### src/rtl/dma_axi_wr_arbiter.sv
// Round-robin arbiter sharing one AXI write master (AW/W/B) among NUM_CH DMA write engines.
// One burst is outstanding at a time: grant, address, all data beats, then the response.
module dma_axi_wr_arbiter #(
  parameter int NUM_CH    = 4,
  parameter int ID_BITS   = 4,
  parameter int LEN_BITS  = 4,
  parameter int SIZE_BITS = 2,
  parameter int ADDR_W    = 32,
  parameter int DATA_W    = 64
) (
  input  logic                            clk,
  input  logic                            reset,
  input  logic [NUM_CH-1:0]               req_valid,
  output logic [NUM_CH-1:0]               req_ready,
  input  logic [NUM_CH*ADDR_W-1:0]        req_addr,
  input  logic [NUM_CH*LEN_BITS-1:0]      req_len,
  input  logic [NUM_CH*SIZE_BITS-1:0]     req_size,
  input  logic [NUM_CH*DATA_W-1:0]        ch_wdata,
  input  logic [(NUM_CH*DATA_W/8)-1:0]    ch_wstrb,
  input  logic [NUM_CH-1:0]               ch_wvalid,
  output logic [NUM_CH-1:0]               ch_wready,
  output logic [NUM_CH-1:0]               ch_done,
  output logic [1:0]                      ch_bresp,
  output logic                            id_err,
  output logic [ID_BITS-1:0]              AWID0,
  output logic [ADDR_W-1:0]               AWADDR0,
  output logic [LEN_BITS-1:0]             AWLEN0,
  output logic [SIZE_BITS-1:0]            AWSIZE0,
  output logic                            AWVALID0,
  input  logic                            AWREADY0,
  output logic [ID_BITS-1:0]              WID0,
  output logic [DATA_W-1:0]               WDATA0,
  output logic [(DATA_W/8)-1:0]           WSTRB0,
  output logic                            WLAST0,
  output logic                            WVALID0,
  input  logic                            WREADY0,
  input  logic [ID_BITS-1:0]              BID0,
  input  logic [1:0]                      BRESP0,
  input  logic                            BVALID0,
  output logic                            BREADY0
);

  localparam int GW = (NUM_CH > 1) ? $clog2(NUM_CH) : 1;
  localparam int SW = DATA_W / 8;

  typedef enum logic [1:0] {S_IDLE, S_AW, S_W, S_B} state_t;

  state_t              state, state_nxt;
  logic [GW-1:0]       rr_ptr;
  logic [GW-1:0]       gnt;
  logic [GW-1:0]       gnt_nxt;
  logic [GW-1:0]       idx;
  logic                gnt_any;
  logic [LEN_BITS-1:0] beat;
  logic                last_beat;

  // First requester at or above rr_ptr, wrapping modulo NUM_CH.
  always_comb begin
    gnt_any = 1'b0;
    gnt_nxt = rr_ptr;
    idx     = '0;
    for (int unsigned i = 0; i < NUM_CH; i++) begin
      idx = GW'((32'(rr_ptr) + i) % NUM_CH);
      if (!gnt_any && req_valid[idx]) begin
        gnt_any = 1'b1;
        gnt_nxt = idx;
      end
    end
  end

  assign last_beat = (beat == AWLEN0);
  assign AWID0     = ID_BITS'(gnt);
  assign WID0      = ID_BITS'(gnt);
  assign WDATA0    = ch_wdata[gnt*DATA_W +: DATA_W];
  assign WSTRB0    = ch_wstrb[gnt*SW +: SW];
  assign WLAST0    = (state == S_W) && last_beat;

  always_comb begin
    state_nxt = state;
    req_ready = '0;
    ch_wready = '0;
    WVALID0   = 1'b0;
    case (state)
      S_IDLE: begin
        if (gnt_any) begin
          req_ready[gnt_nxt] = 1'b1;
          state_nxt          = S_AW;
        end
      end
      S_AW: begin
        if (AWVALID0 && AWREADY0) state_nxt = S_W;
      end
      S_W: begin
        WVALID0        = ch_wvalid[gnt];
        ch_wready[gnt] = WREADY0;
        if (ch_wvalid[gnt] && WREADY0 && last_beat) state_nxt = S_B;
      end
      S_B: begin
        if (BVALID0) state_nxt = S_IDLE;
      end
      default: state_nxt = S_IDLE;
    endcase
  end

  always_ff @(posedge clk) begin
    if (reset) begin
      state    <= S_IDLE;
      rr_ptr   <= '0;
      gnt      <= '0;
      beat     <= '0;
      AWADDR0  <= '0;
      AWLEN0   <= '0;
      AWSIZE0  <= '0;
      AWVALID0 <= 1'b0;
      BREADY0  <= 1'b0;
      ch_done  <= '0;
      ch_bresp <= '0;
      id_err   <= 1'b0;
    end else begin
      state   <= state_nxt;
      ch_done <= '0;
      case (state)
        S_IDLE: begin
          if (gnt_any) begin
            gnt      <= gnt_nxt;
            AWADDR0  <= req_addr[gnt_nxt*ADDR_W +: ADDR_W];
            AWLEN0   <= req_len[gnt_nxt*LEN_BITS +: LEN_BITS];
            AWSIZE0  <= req_size[gnt_nxt*SIZE_BITS +: SIZE_BITS];
            AWVALID0 <= 1'b1;
          end
        end
        S_AW: begin
          if (AWREADY0) begin
            AWVALID0 <= 1'b0;
            beat     <= '0;
          end
        end
        S_W: begin
          if (ch_wvalid[gnt] && WREADY0) begin
            beat <= beat + 1'b1;
            if (last_beat) BREADY0 <= 1'b1;
          end
        end
        S_B: begin
          if (BVALID0) begin
            ch_done[gnt] <= 1'b1;
            ch_bresp     <= BRESP0;
            BREADY0      <= 1'b0;
            if (BID0 != ID_BITS'(gnt)) id_err <= 1'b1;
            rr_ptr <= (gnt == GW'(NUM_CH - 1)) ? '0 : gnt + 1'b1;
          end
        end
        default: ;
      endcase
    end
  end

endmodule

### config.mk
export PLATFORM = sky130hd
export DESIGN_NAME = dma_axi_wr_arbiter
export DESIGN_NICKNAME = d
export VERILOG_FILES = /design/src/rtl/dma_axi_wr_arbiter.sv
export SDC_FILE = /design/constraint.sdc
export NUM_CORES = 1
export LEC_CHECK = 0
export ABC_AREA = 1
export BUFFER_PORTS_ARGS = -buffer_cell sky130_fd_sc_hd__buf_2
export CAP_MARGIN = 20
export CORE_AREA = 2 2 231 233
export DETAILED_ROUTE_END_ITERATION = 16
export DIE_AREA = 0 0 233 235
export PLACE_DENSITY = 0.34
export SLEW_MARGIN = 10
export SYNTH_ARGS = -nofsm -noshare
export SYNTH_HDL_FRONTEND = slang
export SYNTH_SLANG_ARGS = --single-unit
### constraint.sdc
create_clock -name clk -period 2.7 [get_ports clk]
set_clock_uncertainty 0.05 [all_clocks]
set_input_delay 0 -clock clk [delete_from_list [all_inputs] [get_ports clk]]
set_output_delay 0 -clock clk [all_outputs]
set_load 0.005 [all_outputs]
==> qor.txt <==
Drc violations: 0
Maximum clock frequency: 409.1 MHz
Synthesized instance count: 1,163
Gp weighted congestion: 0.8854
Site Rows: 84
Max-cap violation count: 0
Antenna-violating nets left: 0
Nets: 2,270
Post-DP HPWL: 38.39 mm
Share of layout cells above drive strength 1: 36.43%
CTS max path bufs: 2
P&R area growth vs syn: 81.45%
Critical Path Source Type: flop
Number of global-route vias before repair: 10,420
RSZ-0062 raised after global routing: no
H-Tree Depth: 3
Initial antenna violation count: 26
Clock transition at path regs: 60 ps
Register bit total from synthesis: 57
Req. time, crit path: 2650 ps
Largest net degree at the start of global routing: 74
Critical Path Sink Type: output pin
Status: finished clean
R2R Path End: AWADDR0[22]$_SDFFE_PP0P_
Worst path arrival time: 2390 ps
Slew Viols, Final: 0
CP Max Fanout: 50
Post-synth EDFFs: 0
Largest stage delay on the critical path: 420 ps
Die Y: 235 um
Cell Count, Final, Fillers Out: 2,497
Placed instance area: 0.009801 sq mm
Synth warn: 0
Final Hold Viols: 0
CP cell instances: inv_4 -> nand2_1 -> nand2_1 -> nand2_1 -> nand2_2 -> nor2_4 -> nand4_2 -> nand2_1 -> buf_12 -> nor2_1 -> buf_2
Static leakage: 5.926 nW
Reg2reg path depth: 13
CTS Buf Count: 9
Mean number of vias per cell: 4.137
Die width: 233 um
Root buffer cell: clkbuf_16
Setup crit end: req_ready[0]
CTS tree: done
Transition time of the tightest slew-check pin: 646.0 ps
Slew headroom: 56.48%
FILL cells: 6,114
CP most frequent cell: nand2_1
Final setup viols: 0
Async S/R FF share, synth: 0%
Reg2Reg Setup Slack: 430 ps
Placed Cells: 2,376
Starting Density: 11.79%
Final instance area: 0.01117 sq mm
PwrDens: 837.2 mW/mm^2
Worst hold path class: primary input to flop
Peak supply drop: 0.3100 mV
Drt pass-1 iters: 4
CTS Sinks: 57
Grt ovf: 0
Vias: 10,330
Syn_area_per_cell: 5.294 sq um
Overall global routing resource usage: 16.27%
Die ar.: 0.05476 sq mm
Synth Cell Area: 0.006157 sq mm
CP Launch Point: rr_ptr[0]$_SDFFE_PP0P_
Clk Latency, worst-skew pair: 340 ps
Min cycle time layout: 2445 ps
Period utilization: 90.54%
Core Area: 0.05224 sq mm
Setup_tns: 0 ps
Setup bufs post-CTS: 0
Tot Pwr: 9.353 mW
Crit Path Class: flop to output pin
First-pass GRT wire length: 66.81 mm
Main flop type after synthesis: dfxtp_1
Wirelength, routed: 46.43 mm
I/O Pins: 596
WHS: 20.97 ps
Count of cell types in the netlist: 31
CP max stage cell: dfxtp_2
Buffers on Ports: 591
Register area share after synthesis: 18.53%
Routed len/inst: 18.60 um
DR iter-0 viols: 396
R2R Path Start: rr_ptr[0]$_SDFFE_PP0P_
-- layout by cell type, fill, tap and decap left out, types with 9 or more instances in the layout --
master,n
buf_2,591
nand2_1,296
nor2_1,291
o21ai_0,156
dlygate4sd3_1,103
nand3_1,75
o22ai_1,73
dfxtp_1,53
inv_1,36
o21ai_1,24
buf_4,18
nand2_2,10
a21oi_1,10
ha_1,9
clkbuf_16,9
-- registers in the layout, indices dropped and copies added, names as in the netlist, 2 cells and up --
register	count
AWADDR0	32
AWLEN0	4
beat	4
ch_done	4
AWSIZE0	2
ch_bresp	2
gnt	2
rr_ptr	2
state	2
-- stage by stage --
step | util (%) | setup WS [ps]
floorplan | - | 837.3
global placement | 18.76 | 218.7
detailed placement | 18.76 | 230.6
CTS | 21.36 | 61.69
global route | 21.39 | 19.84
finish | 21.39 | 255.4
-- Yosys cell counts (8+ instances only) --
master / number / area [sq um]
o21ai_1: 24 / 120.1
nor2_1: 291 / 1092
clkbuf_1: 55 / 206.5
o21ai_0: 156 / 780.8
inv_1: 38 / 142.6
dfxtp_1: 57 / 1141
buf_4: 14 / 105.1
nand3_1: 75 / 375.4
a21oi_1: 10 / 50.05
buf_6: 8 / 90.09
nand2_1: 297 / 1115
o22ai_1: 73 / 456.7
nand2_2: 10 / 62.56
ha_1: 9 / 112.6
buf_2: 18 / 90.09
-- layout make-up --
cell class / instances / area, sq um / area share, %
flip-flops and latches: 57 / 1149 / 10.28
repair buffers: 720 / 4284 / 38.35
inverters: 41 / 161.4 / 1.445
clock buffers: 12 / 246.5 / 2.206
well taps: 688 / 860.8 / 7.705
multi-input cells: 973 / 4398 / 39.37
clock inverters: 3 / 65.06 / 0.5824
diodes: 3 / 7.507 / 0.06720
-- cells by family after synthesis --
group,count (synthesis),share of synthesized area (%)
other,1,0.06090
buffers and inverters,136,10.49
AOI/OAI and AO/OA,268,23.53
xor gates and xnor gates,5,0.7112
adders and majority gates,9,1.829
DFF,57,18.53
and+or+nand+nor,687,44.85
-- report_power, final --
| group | internal (mW) | leakage, nW | switching (mW) |
|---|---|---|---|
| Clock | 0.828 | 0.153 | 0.437 |
| Sequential | 1.18 | 0.473 | 0.313 |
| Combinational | 2.51 | 5.30 | 4.09 |
| Total | 4.51 | 5.93 | 4.84 |
-- worst min path at each step --
stage | startpoint | end | slack (ps) | cells after the start
after detailed placement | BRESP0[1] | ch_bresp[1]$_SDFFE_PP0P_ | 220 | 3
final | req_addr[90] | AWADDR0[26]$_SDFFE_PP0P_ | 20 | 7
after global placement | BRESP0[0] | ch_bresp[0]$_SDFFE_PP0P_ | 210 | 3
after floorplan | ch_wdata[0] | WDATA0[0] | 100 | 2
after CTS | req_addr[69] | AWADDR0[5]$_SDFFE_PP0P_ | 6 | 7
after global routing | req_addr[90] | AWADDR0[26]$_SDFFE_PP0P_ | 60 | 7
-- repair_timing --
item                                   in CTS  in global routing
endpoints found under the hold margin      30                  0
setup endpoints to repair                   3                  4
pin swaps                                   0                  1
resized for setup                           3                  3
hold buffers                              103                  0
-- critical path, delay by kind of cell, from the launching register on --
kind	cells	cell delay, ps
flops	1	420
buf+inv	3	500
simple gates	8	1100
-- metal layers --
metal	part of all wire (%)	track usage, %
met1	38	17.50
met2	54	31.80
met3	6.0	3.107
met4	2.6	4.285
met5	0.024	0
Power figures use the tool's default switching activity.
